File: src/rtl/ifu_pkg.sv
// rtl/ifu_pkg.sv - shared constants, FSM state type and commit-info layout for the IFU
package ifu_pkg;

  localparam logic [63:0] RESET_PC = 64'h0000_0000_8000_0000;

  typedef enum logic [1:0] {
    IDLE = 2'd0,
    REQ  = 2'd1,
    WAIT = 2'd2,
    OUT  = 2'd3
  } ifu_state_e;

  localparam int CI_W          = 161;
  localparam int CI_COMMIT_BIT = 160;
  localparam int CI_PC_LSB     = 96;
  localparam int CI_INSTR_LSB  = 64;
  localparam int CI_PRE_PC_LSB = 0;

  // Field order matches the bit offsets above, MSB first.
  typedef struct packed {
    logic        commit;
    logic [63:0] pc;
    logic [31:0] instr;
    logic [63:0] pre_pc;
  } commit_info_t;

  function automatic logic [63:0] align_pc(input logic [63:0] pc);
    return {pc[63:2], 2'b00};
  endfunction

endpackage

File: src/rtl/ifu_pc_gen.sv
// rtl/ifu_pc_gen.sv - fetch PC register, redirect handling and stale-response drop flag
module ifu_pc_gen #(
  parameter logic [63:0] RESET_PC = ifu_pkg::RESET_PC
) (
  input  logic        clk,
  input  logic        rst,
  input  logic        in_req_i,
  input  logic        in_wait_i,
  input  logic        resp_valid_i,
  input  logic        redirect_valid_i,
  input  logic [63:0] redirect_pc_i,
  output logic [63:0] fetch_pc_o,
  output logic [63:0] fetch_pc_next_o,
  output logic        drop_o
);
  import ifu_pkg::*;

  logic [63:0] fetch_pc_q, fetch_pc_d;
  logic        drop_q, drop_d;
  logic        wait_resp;

  assign wait_resp = in_wait_i && resp_valid_i;

  always_comb begin
    fetch_pc_d = fetch_pc_q;
    drop_d     = drop_q;
    if (redirect_valid_i) begin
      fetch_pc_d = align_pc(redirect_pc_i);
    end else if (wait_resp && !drop_q) begin
      fetch_pc_d = fetch_pc_q + 64'd4;
    end
    // A response always retires the single outstanding request, so nothing is left to drop.
    if (wait_resp) begin
      drop_d = 1'b0;
    end else if (redirect_valid_i && (in_req_i || in_wait_i)) begin
      drop_d = 1'b1;
    end
  end

  always_ff @(posedge clk or negedge rst) begin
    if (!rst) begin
      fetch_pc_q <= RESET_PC;
      drop_q     <= 1'b0;
    end else begin
      fetch_pc_q <= fetch_pc_d;
      drop_q     <= drop_d;
    end
  end

  assign fetch_pc_o      = fetch_pc_q;
  assign fetch_pc_next_o = fetch_pc_d;
  assign drop_o          = drop_q;

endmodule

File: src/rtl/ifu.sv
// rtl/ifu.sv - instruction fetch unit: single-outstanding imem fetch FSM and fetch/decode output registers
module ifu #(
  parameter logic [63:0] RESET_PC = ifu_pkg::RESET_PC
) (
  input  logic         clk,
  input  logic         rst,
  input  logic         regD_stall,
  input  logic         redirect_valid,
  input  logic [63:0]  redirect_pc,
  output logic         imem_req_valid,
  input  logic         imem_req_ready,
  output logic [63:0]  imem_req_addr,
  input  logic         imem_resp_valid,
  input  logic [31:0]  imem_resp_data,
  output logic         fetch_o_valid,
  output logic [63:0]  fetch_o_pc,
  output logic [31:0]  fetch_o_instr,
  output logic [160:0] fetch_o_commit_info
);
  import ifu_pkg::*;

  ifu_state_e   state_q, state_d;
  logic         valid_q, valid_d;
  logic [63:0]  pc_q, pc_d;
  logic [31:0]  instr_q, instr_d;
  logic [63:0]  pre_pc_q, pre_pc_d;
  logic [63:0]  req_addr_q, req_addr_d;
  logic [63:0]  fetch_pc, fetch_pc_next;
  logic         drop;
  logic         accept;
  commit_info_t commit_info;

  ifu_pc_gen #(
    .RESET_PC(RESET_PC)
  ) u_pc_gen (
    .clk             (clk),
    .rst             (rst),
    .in_req_i        (state_q == REQ),
    .in_wait_i       (state_q == WAIT),
    .resp_valid_i    (imem_resp_valid),
    .redirect_valid_i(redirect_valid),
    .redirect_pc_i   (redirect_pc),
    .fetch_pc_o      (fetch_pc),
    .fetch_pc_next_o (fetch_pc_next),
    .drop_o          (drop)
  );

  // A redirect arriving with the response makes that response stale as well.
  assign accept = (state_q == WAIT) && imem_resp_valid && !drop && !redirect_valid;

  always_comb begin
    state_d  = state_q;
    valid_d  = valid_q;
    pc_d     = pc_q;
    instr_d  = instr_q;
    pre_pc_d = pre_pc_q;
    unique case (state_q)
      IDLE: begin
        valid_d = 1'b0;
        state_d = REQ;
      end
      REQ: begin
        if (imem_req_ready) state_d = WAIT;
      end
      WAIT: begin
        if (accept) begin
          valid_d = 1'b1;
          pc_d    = req_addr_q;
          instr_d = imem_resp_data;
          state_d = OUT;
        end else if (imem_resp_valid) begin
          state_d = REQ;
        end
      end
      OUT: begin
        if (redirect_valid) begin
          valid_d = 1'b0;
          state_d = REQ;
        end else if (!regD_stall) begin
          pre_pc_d = pc_q;
          valid_d  = 1'b0;
          state_d  = REQ;
        end
      end
      default: state_d = IDLE;
    endcase
  end

  // The request address is latched on REQ entry so a redirect during REQ cannot disturb it.
  assign req_addr_d = (state_d == REQ && state_q != REQ) ? fetch_pc_next : req_addr_q;

  always_ff @(posedge clk or negedge rst) begin
    if (!rst) begin
      state_q    <= IDLE;
      valid_q    <= 1'b0;
      pc_q       <= '0;
      instr_q    <= '0;
      pre_pc_q   <= '0;
      req_addr_q <= RESET_PC;
    end else begin
      state_q    <= state_d;
      valid_q    <= valid_d;
      pc_q       <= pc_d;
      instr_q    <= instr_d;
      pre_pc_q   <= pre_pc_d;
      req_addr_q <= req_addr_d;
    end
  end

  assign imem_req_valid = (state_q == REQ);
  assign imem_req_addr  = req_addr_q;
  assign fetch_o_valid  = valid_q;
  assign fetch_o_pc     = pc_q;
  assign fetch_o_instr  = instr_q;

  assign commit_info.commit = valid_q;
  assign commit_info.pc     = pc_q;
  assign commit_info.instr  = instr_q;
  assign commit_info.pre_pc = pre_pc_q;
  assign fetch_o_commit_info = commit_info;

endmodule

File: config.mk
export PLATFORM = sky130hd
export DESIGN_NAME = ifu
export DESIGN_NICKNAME = d
export VERILOG_FILES = /design/src/rtl/ifu_pkg.sv /design/src/rtl/ifu_pc_gen.sv /design/src/rtl/ifu.sv
export SDC_FILE = /design/constraint.sdc
export NUM_CORES = 1
export LEC_CHECK = 0
export CAP_MARGIN = 20
export CORE_UTILIZATION = 47
export DETAILED_ROUTE_END_ITERATION = 10
export PLACE_DENSITY = 0.93
export SYNTH_ARGS = -nofsm -noshare
export SYNTH_HDL_FRONTEND = slang
export SYNTH_SLANG_ARGS = --single-unit
File: constraint.sdc
create_clock -name clk -period 3 [get_ports clk]
set_input_delay 0.3 -clock clk [delete_from_list [all_inputs] [get_ports clk]]
set_output_delay 0.3 -clock clk [all_outputs]
set_load 0.1 [all_outputs]
==> summary.txt <==
Status
  • Outcome: complete, no violations

Logic synthesis
  • Net Count, Synth: 1,154
  • Syn_area_per_cell: 12.5 µm²
  • Syn Inst Count: 1,047
  • XOR/XNOR Fraction of Synth Area: 2.94%
  • Simple-Gate Fraction of Synth Area: 10.8%
  • Mux share of post-synthesis cell area: 18.9%
  • Synthesis Warnings: 0
  • Largest family of logic cells by synthesized area: multiplexers
  • Flops & latches, synth: 292
  • Synthesized area: 13,100 µm²
  • Library cells used by synthesis: 51
  • Async S/R FF share, synth: 100%
  • Post-synthesis adder-cell area fraction: 0.478%
  • Synth Area in Compound Gates: 3.64%
  • Sequential-to-total area share from yosys stat: 55.8%
  • EDFF count, synth: 0
  • Synth Flop Type: dfrtp_1

Die
  • Die width: 169 µm
  • Die height: 169 µm
  • Core Box Area: 27,200 µm²
  • Num rows: 60
  • IO Count: 425
  • Initial Util: 48.2%
  • Die area: 28,500 µm²

Detailed routing
  • DRC viols: 0
  • Vias per Instance: 5.26
  • Vias after detailed routing: 9,347
  • DRT Pass-1 Iters: 4
  • Initial DRC count: 511
  • Wire per inst: 19.1 µm
  • Total wire length: 34,000 µm
  • DRT antenna net count: 0

Clock tree
  • Post_cts resized: 0
  • CTS Buffer Depth: 3
  • Worst skew pair latency: 550 ps
  • CTS tree: done
  • Root Buffer: clkbuf_16
  • Postcts setup bufs: 0
  • Hold Buf Count CTS: 1
  • H-Tree Level Count: 1
  • CTS Buf Count: 31
  • Clock sinks: 292
  • Clk pin slew, worst setup/hold paths: 60 ps

Finish
  • Area occupied by multi-input gates: 4830 µm²
  • Cell Count, Final, Fillers Out: 1,778
  • Share of layout cells above drive strength 1: 41.4%
  • Post-route cell area: 17,500 µm²
  • FF/Latch Area: 7310 µm²
  • Area grow syn2layout: 33.9%
  • Fillers: 2,043
  • # nets final: 1,488

Global routing
  • Largest net degree at the start of global routing: 113
  • Global-route usage over all layers: 23.4%
  • Initial antenna violation count: 1
  • Overflow after GRT: 0
  • First-pass GRT wire length: 52,700 µm
  • Number of global-route vias before repair: 9,494

Critical path
  • Critical path startpoint: state_q[0]$_DFF_PN0_
  • Critical-path cell list: inv_1 -> ha_1 -> nand4b_2 -> or4_1 -> nor4_1 -> xor2_1 -> mux2_2 -> mux2_2
  • CP arrival: 3220 ps
  • R2R Path Start: state_q[0]$_DFF_PN0_
  • Critical path class: flip-flop to flip-flop
  • Buffers & Inverters on Critical Path: 1
  • Critical path's top delay family: simple AND/OR/NAND/NOR gates
  • CP endpoint kind: flip-flop
  • Slowest Stage Delay on Critical Path: 650 ps
  • Critical Path Start Type: flip-flop
  • Critical path's most frequent cell: mux2_2
  • Largest fanout on the critical path: 5
  • Slowest-stage cell, CP: or4_1
  • Crit path required time: 3430 ps

Placement
  • I/O Buffers: 422
  • Placement Cell Area: 16,400 µm²
  • Hpwl dp: 24,400 µm
  • GP Congestion: 0.896
  • Placed cells: 1,719

Worst hold path
  • Hold Crit Class: primary input to flip-flop
  • Start point of the worst hold path: redirect_valid

STA
  • Final TNS setup: 0 ps
  • Fmax: 358 MHz
  • Finish-stage setup viols: 0
  • Fin. Hold Viols: 0
  • Fin crit period: 2790 ps
  • Relative slew margins: 33.5%
  • RSZ-0062 raised after global routing: false
  • Clk_skew: 15.6 ps
  • Worst slew pin tran: 994 ps
  • Max-slew violation count: 0
  • Crit share post-route: 93.0%

Flow run
  • Maxcap violations: 0
cells in the final DEF (no fill, tap or decap), types with 7 or more instances in the layout:
master	n
o31ai_1	10
nor3_1	11
mux2_2	218
o211ai_1	9
nand3_1	32
and4_1	10
clkinv_2	9
nand4_1	25
dfrtp_1	290
or4_1	12
and3_1	10
clkbuf_16	31
clkdlybuf4s50_1	155
o21ai_0	36
buf_4	285
inv_1	7
nor4_1	9
nand2_1	75
nor2_1	43
xnor2_1	19
xor2_1	25
final timing paths:
| kind | cells after the start | slack [ps] | endpoint |
|---|---|---|---|
| worst max-delay path | 8 | 210 | imem_req_addr[46]$_DFFE_PN0P_ |
| worst min-delay path | 5 | 220 | state_q[0]$_DFF_PN0_ |
| worst max register to register | 8 | 210 | imem_req_addr[46]$_DFFE_PN0P_ |
| worst min register to register | 2 | 500 | imem_req_addr[31]$_DFFE_PN1P_ |
| max in group asynchronous | 3 | 1680 | fetch_o_pc[63]$_DFFE_PN0P_ |
| min in group asynchronous | 2 | 320 | fetch_o_instr[0]$_DFFE_PN0P_ |
per-layer routing:
| metal | routed length (µm) | track usage [%] | part of all wire [%] |
|---|---|---|---|
| met1 | 13600 | 29.0 | 40 |
| met2 | 17500 | 41.4 | 51 |
| met3 | 1920 | 3.76 | 5.6 |
| met4 | 995 | 7.91 | 2.9 |
| met5 | 0 | 0 | 0 |
synth_stat cells, drive strengths merged (2+ instances only):
library cell | n | area [µm²]
a211o | 2 | 17.5
a21oi | 5 | 25.0
a221o | 4 | 40.0
and2 | 3 | 18.8
and3 | 11 | 70.1
and4 | 11 | 97.6
buf | 114 | 830
clkbuf | 32 | 120
dfrtp | 290 | 7260
dfstp | 2 | 52.6
ha | 5 | 62.6
inv | 7 | 26.3
mux2 | 218 | 2450
mux2i | 2 | 20.0
nand2 | 77 | 294
nand3 | 33 | 170
nand4 | 28 | 203
nand4b | 2 | 23.8
nor2 | 43 | 161
nor2b | 5 | 31.3
nor3 | 12 | 60.1
nor3b | 2 | 15.0
nor4 | 14 | 136
o211ai | 9 | 67.6
o21ai | 38 | 190
o311a | 3 | 30.0
o31ai | 10 | 75.1
or2 | 2 | 12.5
or4 | 12 | 90.1
xnor2 | 19 | 166
xor2 | 25 | 219
registers in the layout (all words and copies together) (netlist names):
signal and count:
fetch_o_instr 32, fetch_o_pc 64, fetch_o_valid 1, imem_req_addr 64
pre_pc_q 64, state_q 2, u_pc_gen.drop_o 1, u_pc_gen.fetch_pc_o 64
cells by family after synthesis:
| group | Yosys count |
|---|---|
| XOR/XNOR | 44 |
| adder cells (fa/ha/maj) | 5 |
| AO/OA/AOI/OAI | 75 |
| flip-flops | 292 |
| AND/OR/NAND/NOR | 258 |
| multiplexers | 220 |
| buffers and inverters | 153 |
per-stage QoR:
stage	setup slack, ps	util (%)	hold slack [ps]
6_report	209	64.5	224
5_1_grt	37.8	64.5	225
4_1_cts	203	64.5	194
3_5_place_dp	189	60.5	343
3_3_place_gp	241	60.5	336
2_1_floorplan	317	-	4.41
cell type report:
cell class              count  share of cell area [%]
repair buffers            447                    21.8
flip-flops and latches    292                    41.7
inverters                   7                   0.150
well taps                 372                    2.65
diodes                      1                  0.0143
clock buffers              40                    4.90
clock inverters            17                    1.26
multi-input cells         602                    27.6
worst reg2reg max path, delay by kind of cell (launching register included):
family,cells,cell delay [ps]
and+or+nand+nor,3,1240
muxes,2,550
DFF,1,420
adders and majority gates,1,230
buffers and inverters,1,120
xor gates and xnor gates,1,110
Power is not shown: default switching activity piles up to over one toggle a cycle in this logic, so the estimate is an artifact.
